File: config.mk
export PLATFORM = sky130hd
export DESIGN_NAME = fp_addsub_pipe
export DESIGN_NICKNAME = d
export VERILOG_FILES = /design/src/rtl/fp_addsub_pipe.sv
export SDC_FILE = /design/constraint.sdc
export NUM_CORES = 1
export LEC_CHECK = 0
export ABC_AREA = 1
export BUFFER_PORTS_ARGS = -buffer_cell sky130_fd_sc_hd__buf_2
export CAP_MARGIN = 10
export CORE_ASPECT_RATIO = 2
export CORE_MARGIN = 2
export CORE_UTILIZATION = 60
export DETAILED_ROUTE_END_ITERATION = 16
export GPL_ROUTABILITY_DRIVEN = 1
export PLACE_DENSITY = 0.79
export SYNTH_ARGS = -nofsm -noshare
export SYNTH_HDL_FRONTEND = slang
export SYNTH_SLANG_ARGS = --single-unit
File: constraint.sdc
create_clock -name clk -period 8.95 [get_ports clk]
set_clock_uncertainty 0.2 [all_clocks]
set_input_delay 0.4475 -clock clk [delete_from_list [all_inputs] [get_ports clk]]
set_output_delay 0.4475 -clock clk [all_outputs]
set_load 0.005 [all_outputs]
File: src/rtl/fp_addsub_pipe.sv
// fp_addsub_pipe: pipelined IEEE-754 add/subtract with a valid/ready stream.
// Operands are captured in p0, then unpacked/aligned (p1), added (p2), and
// normalised/rounded/packed into the output register (p3). One global enable
// stalls every stage together whenever the output beat is not taken.
module fp_addsub_pipe #(
  parameter  int EXP_WIDTH  = 8,
  parameter  int MANT_WIDTH = 23,
  localparam int WIDTH      = 1 + EXP_WIDTH + MANT_WIDTH
) (
  input  logic             clk,
  input  logic             reset,
  input  logic             in_valid,
  output logic             in_ready,
  input  logic [WIDTH-1:0] a,
  input  logic [WIDTH-1:0] b,
  input  logic             op,
  output logic             out_valid,
  input  logic             out_ready,
  output logic [WIDTH-1:0] result,
  output logic [3:0]       flags
);

  localparam int E   = EXP_WIDTH;
  localparam int M   = MANT_WIDTH;
  localparam int XW  = M + 4;          // hidden + fraction + guard/round/sticky
  localparam int SW  = M + 5;          // XW plus carry
  localparam int LZW = $clog2(XW + 1);
  localparam int EW  = ((E > LZW) ? E : LZW) + 2;  // signed working exponent

  localparam logic [WIDTH-1:0]     QNAN = {1'b0, {E{1'b1}}, 1'b1, {(M-1){1'b0}}};
  localparam logic signed [EW-1:0] EMAX = {{(EW-E){1'b0}}, {E{1'b1}}};
  localparam logic signed [EW-1:0] ONE  = {{(EW-1){1'b0}}, 1'b1};

  // Right shift with every shifted-out bit folded into the sticky LSB.
  function automatic logic [XW-1:0] align_rs(input logic [XW-1:0] m, input logic [E-1:0] d);
    logic [XW-1:0] sh;
    logic [XW-1:0] lost;
    if (32'(d) >= 32'(XW - 1)) begin
      return {{(XW-1){1'b0}}, |m};
    end
    sh   = m >> d;
    lost = m & ~({XW{1'b1}} << d);
    return {sh[XW-1:1], sh[0] | (|lost)};
  endfunction

  // Leading-zero count; an all-zero input returns XW.
  function automatic logic [LZW-1:0] lzc(input logic [XW-1:0] v);
    logic [LZW-1:0] n;
    n = LZW'(XW);
    for (int i = 0; i < XW; i++) begin
      if (v[i]) n = LZW'(XW - 1 - i);
    end
    return n;
  endfunction

  // Round to nearest, ties to even; result keeps one extra bit for the carry.
  function automatic logic [M+1:0] round_rne(input logic [XW-1:0] m);
    logic up;
    up = m[2] & (m[1] | m[0] | m[3]);
    return {1'b0, m[XW-1:3]} + {{(M+1){1'b0}}, up};
  endfunction

  logic en;
  logic vld_p0_q, vld_p1_q, vld_p2_q, vld_p3_q;

  assign en        = ~vld_p3_q | out_ready;
  assign in_ready  = en;
  assign out_valid = vld_p3_q;

  // Valid bits advance together under the global enable; reset empties the pipe.
  always_ff @(posedge clk or posedge reset) begin
    if (reset) begin
      vld_p0_q <= 1'b0;
      vld_p1_q <= 1'b0;
      vld_p2_q <= 1'b0;
      vld_p3_q <= 1'b0;
    end else if (en) begin
      vld_p0_q <= in_valid;
      vld_p1_q <= vld_p0_q;
      vld_p2_q <= vld_p1_q;
      vld_p3_q <= vld_p2_q;
    end
  end

  // ---- p0: operand capture ----
  logic [WIDTH-1:0] a_p0_q, b_p0_q;
  logic             op_p0_q;

  // Capture raw operands so no input reaches an output combinationally.
  always_ff @(posedge clk) begin
    if (en) begin
      a_p0_q  <= a;
      b_p0_q  <= b;
      op_p0_q <= op;
    end
  end

  // ---- p0 -> p1: unpack, classify, swap, align ----
  logic          sa, sb, a_zero, b_zero, a_nan, b_nan, a_inf, b_inf, swap;
  logic [E-1:0]  ea, eb, x_exp, y_exp, d;
  logic [M-1:0]  fa, fb;
  logic [XW-1:0] ma, mb, x_man, y_man;

  assign sa     = a_p0_q[WIDTH-1];
  assign sb     = b_p0_q[WIDTH-1] ^ op_p0_q;
  assign ea     = a_p0_q[WIDTH-2:M];
  assign eb     = b_p0_q[WIDTH-2:M];
  assign fa     = a_p0_q[M-1:0];
  assign fb     = b_p0_q[M-1:0];
  assign a_zero = (ea == '0);
  assign b_zero = (eb == '0);
  assign a_nan  = (&ea) & (|fa);
  assign b_nan  = (&eb) & (|fb);
  assign a_inf  = (&ea) & ~(|fa);
  assign b_inf  = (&eb) & ~(|fb);
  // Denormals flush to zero: hidden bit and fraction both cleared.
  assign ma     = {~a_zero, fa & {M{~a_zero}}, 3'b000};
  assign mb     = {~b_zero, fb & {M{~b_zero}}, 3'b000};
  assign swap   = {eb, mb[XW-2:0]} > {ea, ma[XW-2:0]};
  assign x_exp  = swap ? eb : ea;
  assign y_exp  = swap ? ea : eb;
  assign x_man  = swap ? mb : ma;
  assign y_man  = swap ? ma : mb;
  assign d      = x_exp - y_exp;

  logic             spec_p1_d, inv_p1_d;
  logic [WIDTH-1:0] sres_p1_d;

  // NaN and infinity operands bypass the datapath with a fixed result.
  always_comb begin
    spec_p1_d = 1'b0;
    inv_p1_d  = 1'b0;
    sres_p1_d = QNAN;
    if (a_nan | b_nan) begin
      spec_p1_d = 1'b1;
      inv_p1_d  = (a_nan & ~fa[M-1]) | (b_nan & ~fb[M-1]);
    end else if (a_inf & b_inf) begin
      spec_p1_d = 1'b1;
      if (sa != sb) inv_p1_d = 1'b1;
      else          sres_p1_d = {sa, {E{1'b1}}, {M{1'b0}}};
    end else if (a_inf) begin
      spec_p1_d = 1'b1;
      sres_p1_d = {sa, {E{1'b1}}, {M{1'b0}}};
    end else if (b_inf) begin
      spec_p1_d = 1'b1;
      sres_p1_d = {sb, {E{1'b1}}, {M{1'b0}}};
    end
  end

  logic             spec_p1_q, inv_p1_q, sign_p1_q, esub_p1_q;
  logic [WIDTH-1:0] sres_p1_q;
  logic [E-1:0]     exp_p1_q;
  logic [XW-1:0]    xm_p1_q, ym_p1_q;

  // Stage 1 register: larger operand X and aligned smaller operand Y.
  always_ff @(posedge clk) begin
    if (en) begin
      spec_p1_q <= spec_p1_d;
      inv_p1_q  <= inv_p1_d;
      sres_p1_q <= sres_p1_d;
      sign_p1_q <= swap ? sb : sa;
      esub_p1_q <= sa ^ sb;
      exp_p1_q  <= x_exp;
      xm_p1_q   <= x_man;
      ym_p1_q   <= align_rs(y_man, d);
    end
  end

  // ---- p1 -> p2: magnitude add/subtract (X >= Y, never negative) ----
  logic [SW-1:0] sum_p2_d;

  assign sum_p2_d = esub_p1_q ? ({1'b0, xm_p1_q} - {1'b0, ym_p1_q})
                              : ({1'b0, xm_p1_q} + {1'b0, ym_p1_q});

  logic             spec_p2_q, inv_p2_q, sign_p2_q, esub_p2_q;
  logic [WIDTH-1:0] sres_p2_q;
  logic [E-1:0]     exp_p2_q;
  logic [SW-1:0]    sum_p2_q;

  // Stage 2 register: raw sum with carry bit.
  always_ff @(posedge clk) begin
    if (en) begin
      spec_p2_q <= spec_p1_q;
      inv_p2_q  <= inv_p1_q;
      sres_p2_q <= sres_p1_q;
      sign_p2_q <= sign_p1_q;
      esub_p2_q <= esub_p1_q;
      exp_p2_q  <= exp_p1_q;
      sum_p2_q  <= sum_p2_d;
    end
  end

  // ---- p2 -> p3: normalise, round, range check, pack ----
  logic signed [EW-1:0] e0, e1, e2;
  logic [LZW-1:0]       lz;
  logic [XW-1:0]        nm;
  logic [M+1:0]         mr;
  logic [M-1:0]         fr;
  logic [WIDTH-1:0]     res_p3_d;
  logic [3:0]           flg_p3_d;

  assign e0 = $signed({{(EW-E){1'b0}}, exp_p2_q});
  assign lz = lzc(sum_p2_q[XW-1:0]);

  // Normalisation, rounding and final result/flag selection.
  always_comb begin
    if (sum_p2_q[SW-1]) begin
      nm = {sum_p2_q[SW-1:2], |sum_p2_q[1:0]};
      e1 = e0 + ONE;
    end else begin
      nm = sum_p2_q[XW-1:0] << lz;
      e1 = e0 - $signed({{(EW-LZW){1'b0}}, lz});
    end
    mr = round_rne(nm);
    if (mr[M+1]) begin
      e2 = e1 + ONE;
      fr = mr[M:1];
    end else begin
      e2 = e1;
      fr = mr[M-1:0];
    end
    res_p3_d = {sign_p2_q, e2[E-1:0], fr};
    flg_p3_d = {3'b000, |nm[2:0]};
    if (spec_p2_q) begin
      res_p3_d = sres_p2_q;
      flg_p3_d = {inv_p2_q, 3'b000};
    end else if (sum_p2_q == '0) begin
      res_p3_d = {sign_p2_q & ~esub_p2_q, {(WIDTH-1){1'b0}}};
      flg_p3_d = 4'b0000;
    end else if (!e2[EW-1] && e2 >= EMAX) begin
      res_p3_d = {sign_p2_q, {E{1'b1}}, {M{1'b0}}};
      flg_p3_d = 4'b0101;
    end else if (e2[EW-1] || e2 == '0) begin
      res_p3_d = {sign_p2_q, {(WIDTH-1){1'b0}}};
      flg_p3_d = 4'b0011;
    end
  end

  // Output register: loads only real beats, holds while stalled.
  always_ff @(posedge clk or posedge reset) begin
    if (reset) begin
      result <= '0;
      flags  <= '0;
    end else if (en && vld_p2_q) begin
      result <= res_p3_d;
      flags  <= flg_p3_d;
    end
  end

endmodule

**Word level (Yosys, flattened, before mapping)**

Cells that the tools add are included.

- Bits in registers: 275
- Logic and storage cells: 141
- Bits of input ports: 69

- Multiplexer cells: 57
- Magnitude comparators: 3
- Bitwise operators: 29
- Equal/unequal tests: 1
- Reduce and logical (&&, ||, !) cells: 17
- Shift-type cells: 3
- Add/sub/neg operators: 7

Operator list:

| cell | count |
|---|---|
| 32-bit 2-to-1 mux | 6 |
| 27-bit 2-to-1 mux | 5 |
| 5-bit 2-to-1 mux | 26 |
| 31-bit 2-to-1 mux | 2 |
| 27-bit OR reduction | 2 |
| 23-bit bitwise AND | 2 |
| 23-bit OR reduction | 2 |
| 34-bit > comparator | 1 |
| 27-bit by 27-bit adder with 28-bit output | 1 |
| 28-bit zero test | 1 |
| 28-bit 2-to-1 mux | 1 |
| 27-bit by 27-bit subtractor with 28-bit output | 1 |
| 27-bit bitwise AND | 1 |
| 27-bit inverter | 1 |
| 27-bit by 5-bit << shifter with 27-bit output | 1 |
| 27-bit by 8-bit << shifter with 27-bit output (first input constant) | 1 |
| 27-bit by 8-bit >> shifter with 27-bit output | 1 |
| 24-bit by 1-bit adder with 25-bit output | 1 |
| 23-bit 2-to-1 mux | 1 |
| 10-bit 2-to-1 mux | 2 |
| 8-bit zero test | 2 |
| 8-bit 2-to-1 mux | 2 |
| 8-bit AND reduction | 2 |
| 10-bit by 2-bit adder with 10-bit output (second input constant) | 1 |
| 20 further kinds | 51 |

**Depth between registers and ports, before layout**

Gate-level depths: netlist (run 1).

- Word-level depth: 40
- Mapped depth: 51

**Worst setup path before layout (run 1)**

No wires, ideal clock.

- Path type: register to register
- Start: register b_p0_q[23]
- End: register ym_p1_q[0], data pin
- Buffers on the path: 3
- Arrival: 4,758 ps
- Slack: 3,738 ps
- Clock period less this slack: 5,212 ps
- Cell stages (with the launch flop): 39
- Cell sequence: edfxtp_1 -> nor4_1 -> nand2_1 -> inv_1 -> clkbuf_1 -> nor2_1 -> ha_1 -> a21oi_1 -> nor2_1 -> a211oi_1 -> nor2_1 -> a211oi_1 -> nor2_1 -> o21ai_0 -> o2111ai_1 -> nand2_1 -> inv_1 -> clkbuf_1 -> [... 3 more ...] -> a21o_1 -> nand2_1 -> nand3_1 -> nand2_1 -> nand2_1 -> inv_1 -> nand2_1 -> inv_2 -> clkbuf_1 -> nand3_1 -> o21ai_0 -> nand2_1 -> nor2_1 -> nand2_1 -> nor2_1 -> nand3_1 -> nor2_1 -> nor2_1

- Longest elaborated chain between the ends: 12

RTL lines:

| element | RTL line | RTL |
|---|---|---|
| start, declared | 86 | `logic [WIDTH-1:0] a_p0_q, b_p0_q;` |
| start signal, assigned | 93 | `b_p0_q <= b;` |
| 8-bit zero test | 111 | `assign b_zero = (eb == '0);` |
| 1-bit inverter | 118 | `assign mb = {~b_zero, fb & {M{~b_zero}}, 3'b000};` |
| 23-bit bitwise AND | 118 |  |
| 34-bit > comparator | 119 | `assign swap = {eb, mb[XW-2:0]} > {ea, ma[XW-2:0]};` |
| 8-bit 2-to-1 mux, on equally long branches | 120, 121 |  |
| 8-bit subtractor | 124 | `assign d = x_exp - y_exp;` |
| 27-bit by 8-bit << shifter with 27-bit output | 42 | `lost = m & ~({XW{1'b1}} << d);` |
| 27-bit inverter | 42 |  |
| 27-bit bitwise AND | 42 |  |
| 27-bit OR reduction | 43 | `return {sh[XW-1:1], sh[0] \| (\|lost)};` |
| 1-bit OR | 43 |  |
| 27-bit 2-to-1 mux * | 41 | `sh = m >> d;` |
| end signal, assigned | 165 | `ym_p1_q <= align_rs(y_man, d);` |
| end, declared | 153 | `logic [XW-1:0] xm_p1_q, ym_p1_q;` |

Every way passes the cells marked *; elsewhere a longest branch is shown, timed or not. The select of a mux whose other input is x is not followed.
A chain may end at the register's enable or synchronous reset.

**Worst setup path after layout (run 1)**

Same ends and word-level chain as after synthesis.

==> summary.md, run 1 <==
| Metric | Value |
|---|---|
| Signed area change from the synthesized netlist to the final layout | 13.02% |
| Die W | 119.7 um |
| Post-route antenna net violation count | 0 |
| Fin. Hold Viols | 0 |
| Floorplan die area | 28170 um2 |
| Maximum buffer depth of the clock tree | 3 |
| Number of maximum-capacitance violations | 0 |
| Cell with the biggest individual delay on the critical path | sky130_fd_sc_hd__nand2_1 |
| Accumulated negative setup slack | 0 ps |
| Post-route DRC | 0 |
| Average wire per standard cell | 21.47 um |
| Vertical die dimension | 235.4 um |
| Crit start category | flip-flop |
| Net count after synthesis | 2336 |
| Detailed Place HPWL | 44180 um |
| Antenna diode count | 0 |
| First-pass GRT wire length | 87870 um |
| CP Data Arrival Time | 7840 ps |
| Number of antenna violations at the first check in global routing | 0 |
| Achievable clock frequency | 129.0 MHz |
| Type of the most critical hold path | primary input to flip-flop |
| Average footprint of a synthesized cell | 7.301 um2 |
| Total congestion overflow after global routing | 0 |
| Via count of the first global-routing pass | 16510 |
| Count of buffers from port buffering | 106 |
| Count of final setup violators | 0 |
| Data required time at the worst endpoint | 9040 ps |
| Outcome | finished, final reports clean |
| Clock transition at the registers of the reported paths | 70 ps |
| Total via count after detailed routing | 16460 |
| Most frequent cell on the critical path | sky130_fd_sc_hd__nor2_1 |
| Global-route usage over all layers | 41.30% |
| Post-CTS setup repair buffer count | 0 |
| Unique cell type count in the Yosys netlist | 55 |
| Worst setup path class | flip-flop to flip-flop |
| Critical Path Max Stage Delay | 470 ps |
| Global placement routability congestion | 1.014 |
| Number of nets in the finished design | 2474 |
| Fin. max-slew vios | 0 |
| Root Driver | sky130_fd_sc_hd__clkbuf_16 |
| Core ar. | 26280 um2 |
| Pin count of the biggest net entering global routing | 95 |
| Site Rows | 84 |
| Top_reg_cell synth | sky130_fd_sc_hd__edfxtp_1 |
| Number of clock sinks seen by CTS | 212 |
| Count of synthesis-stage warnings from yosys | 0 |
| Post-layout minimum cycle time | 7752 ps |
| Hold_buf cts | 67 |
| Quantity of gates resized following cts | 0 |
| Proportion of synthesized flip-flops having asynchronous set or reset | 18.87% |
| Synthesized instance count | 2200 |
| Register bit total from synthesis | 212 |
| Starting density of the core | 61.13% |
| Clock latency at the later pin of the worst-skew pair | 550 ps |
| Post-route clock period utilization | 86.62% |
| Part of the Yosys area used for sequential elements | 38.39% |
| # IOs | 107 |
| Routed via count divided by cell count | 6.104 |
| Unrepaired setup endpoints after global routing | no |
| Clock tree from TritonCTS | built |
| Area of the mapped netlist | 16060 um2 |
| First-pass iteration count of the detailed router | 8 |
| Category of the worst setup path capture point | flip-flop |
| Worst Max-Slew Pin Slew | 1104 ps |
| DRT iter0 DRCs | 1400 |
| Peak fanout along the critical path | 19 |
| Number of enable-type register cells in the synthesized netlist | 172 |
| Proportion of layout cells with a drive suffix above 1 | 9.860% |
| Drt total wl | 57900 um |
| Number of levels in the clock H-tree | 1 |
| Worst slew margin relative to its limit | 26.35% |
| Inserted Clock Buffers | 21 |
-- layout make-up --
class	count	area [um2]
Clock buffer	26	565.5
Clock inverter	12	107.6
Fill cell	2177	8123
Inverter	216	818.3
Multi-Input combinational cell	1689	8676
Sequential cell	212	6166
Tap cell	344	430.4
Timing Repair Buffer	198	1389
-- Yosys cell counts (2+ instances only) --
cell type	n	area, um2
sky130_fd_sc_hd__o31ai_1	2	15.01
sky130_fd_sc_hd__and2_1	2	12.51
sky130_fd_sc_hd__inv_2	9	33.78
sky130_fd_sc_hd__nand3b_1	3	22.52
sky130_fd_sc_hd__o211ai_1	9	67.56
sky130_fd_sc_hd__nor2_4	3	33.78
sky130_fd_sc_hd__a21boi_0	3	22.52
sky130_fd_sc_hd__ha_1	66	825.8
sky130_fd_sc_hd__o22ai_1	27	168.9
sky130_fd_sc_hd__a21oi_1	94	470.5
sky130_fd_sc_hd__clkinv_1	2	7.510
sky130_fd_sc_hd__edfxtp_1	172	5165
sky130_fd_sc_hd__or2_2	11	68.82
sky130_fd_sc_hd__buf_1	15	56.30
sky130_fd_sc_hd__xor2_1	52	455.4
sky130_fd_sc_hd__o21ai_0	128	640.6
sky130_fd_sc_hd__a31oi_1	13	81.33
sky130_fd_sc_hd__nand4_1	23	143.9
sky130_fd_sc_hd__nor4_1	18	112.6
sky130_fd_sc_hd__nand2_1	603	2263
sky130_fd_sc_hd__nor3_1	26	130.1
sky130_fd_sc_hd__nand3_1	307	1536
sky130_fd_sc_hd__or4_1	5	37.54
sky130_fd_sc_hd__nand2_4	2	22.52
sky130_fd_sc_hd__inv_1	204	765.7
sky130_fd_sc_hd__dfrtp_1	40	1001
sky130_fd_sc_hd__buf_6	8	90.09
sky130_fd_sc_hd__a211oi_1	6	45.04
sky130_fd_sc_hd__nor2_2	10	62.56
sky130_fd_sc_hd__a21o_1	3	22.52
sky130_fd_sc_hd__o41ai_1	2	17.52
sky130_fd_sc_hd__nand2_2	12	75.07
sky130_fd_sc_hd__xnor2_1	22	192.7
sky130_fd_sc_hd__nor2_1	193	724.4
sky130_fd_sc_hd__clkbuf_1	49	183.9
sky130_fd_sc_hd__o21a_1	6	45.04
sky130_fd_sc_hd__o21bai_1	4	30.03
sky130_fd_sc_hd__o21ai_2	12	105.1
sky130_fd_sc_hd__o21ai_1	6	30.03
sky130_fd_sc_hd__nand3_4	3	52.55
sky130_fd_sc_hd__buf_2	9	45.04
sky130_fd_sc_hd__nand3_2	3	30.03
-- through the flow --
step | hold slack (ps) | utilization [%] | instance area, um2 | worst slack, ps | cells
2_1_floorplan | 200.3 | - | 16060 | 3738 | 2200
5_1_grt | 131.4 | 69.09 | 18150 | 700.0 | 2697
6_report | 70.61 | 69.09 | 18150 | 1198 | 2697
4_1_cts | 66.68 | 69.09 | 18150 | 1479 | 2697
3_3_place_gp | 204.4 | 63.97 | 16810 | 1518 | 2592
3_5_place_dp | 207.9 | 63.97 | 16810 | 1470 | 2592
-- critical path: cells and delay by family (launching register included) --
kind	cells	cell delay (ps)
DFF	1	450
and+or+nand+nor	20	3120
AOI/OAI and AO/OA	8	1690
adders and majority gates	2	510
buffers and inverters	5	1500
-- placed cells by master, fill, tap and decap left out, drive strengths merged, types with 2 or more instances in the layout --
| master | count |
|---|---|
| a21oi | 95 |
| dfrtp | 40 |
| buf | 131 |
| a211oi | 6 |
| nand2 | 617 |
| nand4 | 23 |
| o41ai | 2 |
| a31oi | 13 |
| or4 | 5 |
| o21bai | 4 |
| o21a | 6 |
| xnor2 | 22 |
| and2 | 2 |
| edfxtp | 172 |
| a21o | 3 |
| a21boi | 3 |
| o22ai | 27 |
| or2 | 11 |
| nand3 | 313 |
| o21ai | 146 |
| inv | 217 |
| dlygate4sd3 | 67 |
| xor2 | 52 |
| nand3b | 3 |
| clkinv | 10 |
| nor3 | 26 |
| ha | 66 |
| o31ai | 3 |
| o211ai | 9 |
| clkbuf | 26 |
| nor2 | 206 |
| nor4 | 18 |
-- flip-flops by register name, indices dropped and copies added, names as in the netlist, 2 cells and up --
name,cells
sres_p2_q,2
exp_p2_q,8
xm_p1_q,24
ym_p1_q,27
exp_p1_q,8
a_p0_q,32
flags,4
sres_p1_q,2
result,32
sum_p2_q,28
b_p0_q,32
-- cell families (layout without fill, tap and decap cells) --
family	after synthesis	after routing	share of synthesized area, %
simple gates	1226	1226	33.26
xor+xnor	74	74	4.035
fa+ha+maj	67	67	5.266
buf+inv	299	452	7.619
compound gates	322	322	11.43
flops	212	212	38.39
-- path summary, 6_finish.rpt --
check | startpoint | endpoint | slack [ps] | depth (start not counted)
hold / removal | out_ready | vld_p1_q | 70 | 4
max in group asynchronous | reset | result[29] | 7760 | 4
setup reg to reg | b_p0_q[23] | ym_p1_q[0] | 1200 | 35
setup / recovery | b_p0_q[23] | ym_p1_q[0] | 1200 | 35
hold reg to reg | exp_p1_q[6] | exp_p2_q[6] | 230 | 0
min in group asynchronous | reset | result[4] | 430 | 4
-- layer usage --
| layer | part of all wire (%) | GRT usage, % | vias up |
|---|---|---|---|
| met1 | 28 | 33.92 | 7548 |
| met3 | 6.4 | 8.091 | 353 |
| met4 | 13 | 43.17 | 0 |
| li1 | - | - | 7734 |
| met2 | 52 | 76.23 | 827 |
| met5 | 0 | 0 | - |
Power of run 1 is not shown: default switching activity piles up to over one toggle a cycle in this logic, so the estimate is an artifact.
==> run 2: changes to the inputs <==
- RECOVER_POWER: not set -> 50
==> summary.md, run 2 (same netlist as run 1, synthesis figures left out) <==
| Metric | Value |
|---|---|
| Most frequent cell on the critical path | sky130_fd_sc_hd__nand2_1 |
| Commonest cells after routing, fill and taps aside | 603 x sky130_fd_sc_hd__nand2_1, 307 x sky130_fd_sc_hd__nand3_1, 203 x sky130_fd_sc_hd__inv_1, 193 x sky130_fd_sc_hd__nor2_1, 172 x sky130_fd_sc_hd__edfxtp_1 |
| Post-route met1 wirelength | 16270 um (-0.86%) |
| Maximum buffer depth of the clock tree | 3 (unchanged) |
| Crit start category | flip-flop |
| Detailed Place HPWL | 44180 um (unchanged) |
| Number of antenna violations at the first check in global routing | 0 (unchanged) |
| Floorplan die area | 28170 um2 (unchanged) |
| Worst setup path class | flip-flop to flip-flop |
| Most common library cell in the layout ignoring fill and taps | sky130_fd_sc_hd__nand2_1 |
| Final Instance Area | 18110 um2 (-0.24%) |
| Global placement routability congestion | 1.014 (unchanged) |
| Accumulated negative setup slack | 0 ps (unchanged) |
| Pre-CTS setup slack | 1470 ps (unchanged) |
| Routed via count divided by cell count | 6.081 (-0.38%) |
| Achievable clock frequency | 129.3 MHz (+0.20%) |
| Total via count after detailed routing | 16400 (-0.38%) |
| Post-route clock period utilization | 86.44% (-0.18 points) |
| Number of clock sinks seen by CTS | 212 (unchanged) |
| CP Data Arrival Time | 7820 ps (-20 ps) |
| Pin count of the biggest net entering global routing | 95 (unchanged) |
| Clock transition at the registers of the reported paths | 70 ps (about the same) |
| Total congestion overflow after global routing | 0 (unchanged) |
| Critical Path Max Stage Delay | 700 ps (+230 ps) |
| Failing checks | max-capacitance violations, max-slew violations |
| Count of buffers from port buffering | 106 (unchanged) |
| Signed area change from the synthesized netlist to the final layout | 12.74% |
| Antenna diode count | 0 (unchanged) |
| Unrepaired setup endpoints after global routing | no |
| Fin. max-slew vios | 136 (+136) |
| Source of the worst hold timing path | out_ready |
| Vertical die dimension | 235.4 um (unchanged) |
| Detailed-routed wire length on met3 | 3853 um (+3.4%) |
| Cell with the biggest individual delay on the critical path | sky130_fd_sc_hd__o21ai_0 |
| Worst Max-Slew Pin Slew | 4042 ps (+2938 ps) |
| Number of levels in the clock H-tree | 1 (unchanged) |
| Count of final setup violators | 0 (unchanged) |
| Site Rows | 84 (unchanged) |
| Outcome | complete, but fails checks |
| Fin. Hold Viols | 0 (unchanged) |
| Post-route DRC | 0 (unchanged) |
| Critical register-to-register path startpoint | a_p0_q[25] |
| Drt total wl | 57830 um (-0.13%) |
| Via count of the first global-routing pass | 16510 (unchanged) |
| Clock tree from TritonCTS | built |
| First-pass GRT wire length | 87870 um (unchanged) |
| First-pass iteration count of the detailed router | 9 (+1) |
| Number of maximum-capacitance violations | 2 (+2) |
| Count of fill cells added during filler insertion | 2203 (+1.2%) |
| Peak fanout along the critical path | 24 (+5) |
| Minimum setup slack among reg-to-reg paths | 1210 ps (+20 ps) |
| Setup WS post-layout | 1213 ps (+15.69 ps) |
| Global-route usage over all layers | 41.30% (unchanged) |
| Number of nets in the finished design | 2474 (unchanged) |
| Quantity of gates resized following cts | 0 (unchanged) |
| Area of placed instances | 16810 um2 (unchanged) |
| Largest registers in the final layout | a_p0_q: 32 flops, b_p0_q: 32 flops, result: 32 flops |
| DRT iter0 DRCs | 1380 (-1.4%) |
| Met2 routed wirelength | 30210 um (-0.38%) |
| Inserted Clock Buffers | 21 (unchanged) |
| Proportion of layout cells with a drive suffix above 1 | 8.670% (-1.2 points) |
| Worst slew margin relative to its limit | -170.9% (-200 points) |
| Clock latency at the later pin of the worst-skew pair | 550 ps (about the same) |
| Count of placed standard cells in the final layout, fillers left out | 2697 (unchanged) |
| Beginning of the critical path | a_p0_q[25] |
| Core ar. | 26280 um2 (unchanged) |
| Data required time at the worst endpoint | 9040 ps (about the same) |
| Die W | 119.7 um (unchanged) |
| # IOs | 107 (unchanged) |
| Number of cells after detailed placement | 2592 (unchanged) |
| Average wire per standard cell | 21.44 um (-0.13%) |
| Post-route antenna net violation count | 0 (unchanged) |
| Starting density of the core | 61.13% (unchanged) |
| Highest routed metal layer | met4 |
| Category of the worst setup path capture point | flip-flop |
| Root Driver | sky130_fd_sc_hd__clkbuf_16 |
| Type of the most critical hold path | primary input to flip-flop |
| Post-layout minimum cycle time | 7737 ps (-15.69 ps) |
==> run 2: cell count changes in the layout (fill, tap and decap cells not counted), sizes merged <==
cell      change
clkinvlp      +1
buf          -27
clkbuf       +27
inv           -1
==> run 2: final cells by class <==
cell class / instances / area (um2) / share of cell area [%]
clock inverters: 12 / 107.6 / 0.5942
inverters: 216 / 814.5 / 4.498
clock buffers: 26 / 565.5 / 3.123
well taps: 344 / 430.4 / 2.377
repair buffers: 198 / 1349 / 7.448
flip-flops and latches: 212 / 6166 / 34.05
multi-input cells: 1689 / 8676 / 47.91
==> run 2: what timing repair did <==
item,4_1_cts,5_1_grt
setup buffers,0,0
hold buffers,67,0
endpoints found under the hold margin,106,0
==> run 2: path summary, 6_finish.rpt <==
| check | to | depth (start not counted) |
|---|---|---|
| setup / recovery | ym_p1_q[0] | 34 |
| hold / removal | vld_p1_q | 4 |
| setup reg to reg | ym_p1_q[0] | 34 |
| hold reg to reg | inv_p2_q | 0 |
| max in group asynchronous | result[29] | 4 |
| min in group asynchronous | flags[2] | 4 |
==> run 2: worst max-delay path: cells and delay by family, from the launching register on <==
| family | cells | cell delay, ps |
|---|---|---|
| flops | 1 | 390 |
| fa+ha+maj | 2 | 530 |
| buf+inv | 5 | 1540 |
| simple gates | 19 | 2670 |
| compound gates | 8 | 2050 |
==> run 2: through the flow <==
step	hold WS [ps]	util, %
2_1_floorplan	200.3	-
3_3_place_gp	204.4	63.97
3_5_place_dp	207.9	63.97
4_1_cts	66.68	69.09
5_1_grt	86.62	68.92
6_report	28.36	68.92
==> run 2: layer usage <==
metal | up-vias | GRT usage (%)
met5 | - | 0
met3 | 333 | 8.091
li1 | 7723 | -
met4 | 0 | 43.17
met2 | 808 | 76.23
met1 | 7536 | 33.92
Power of run 2 is left out for the same reason.
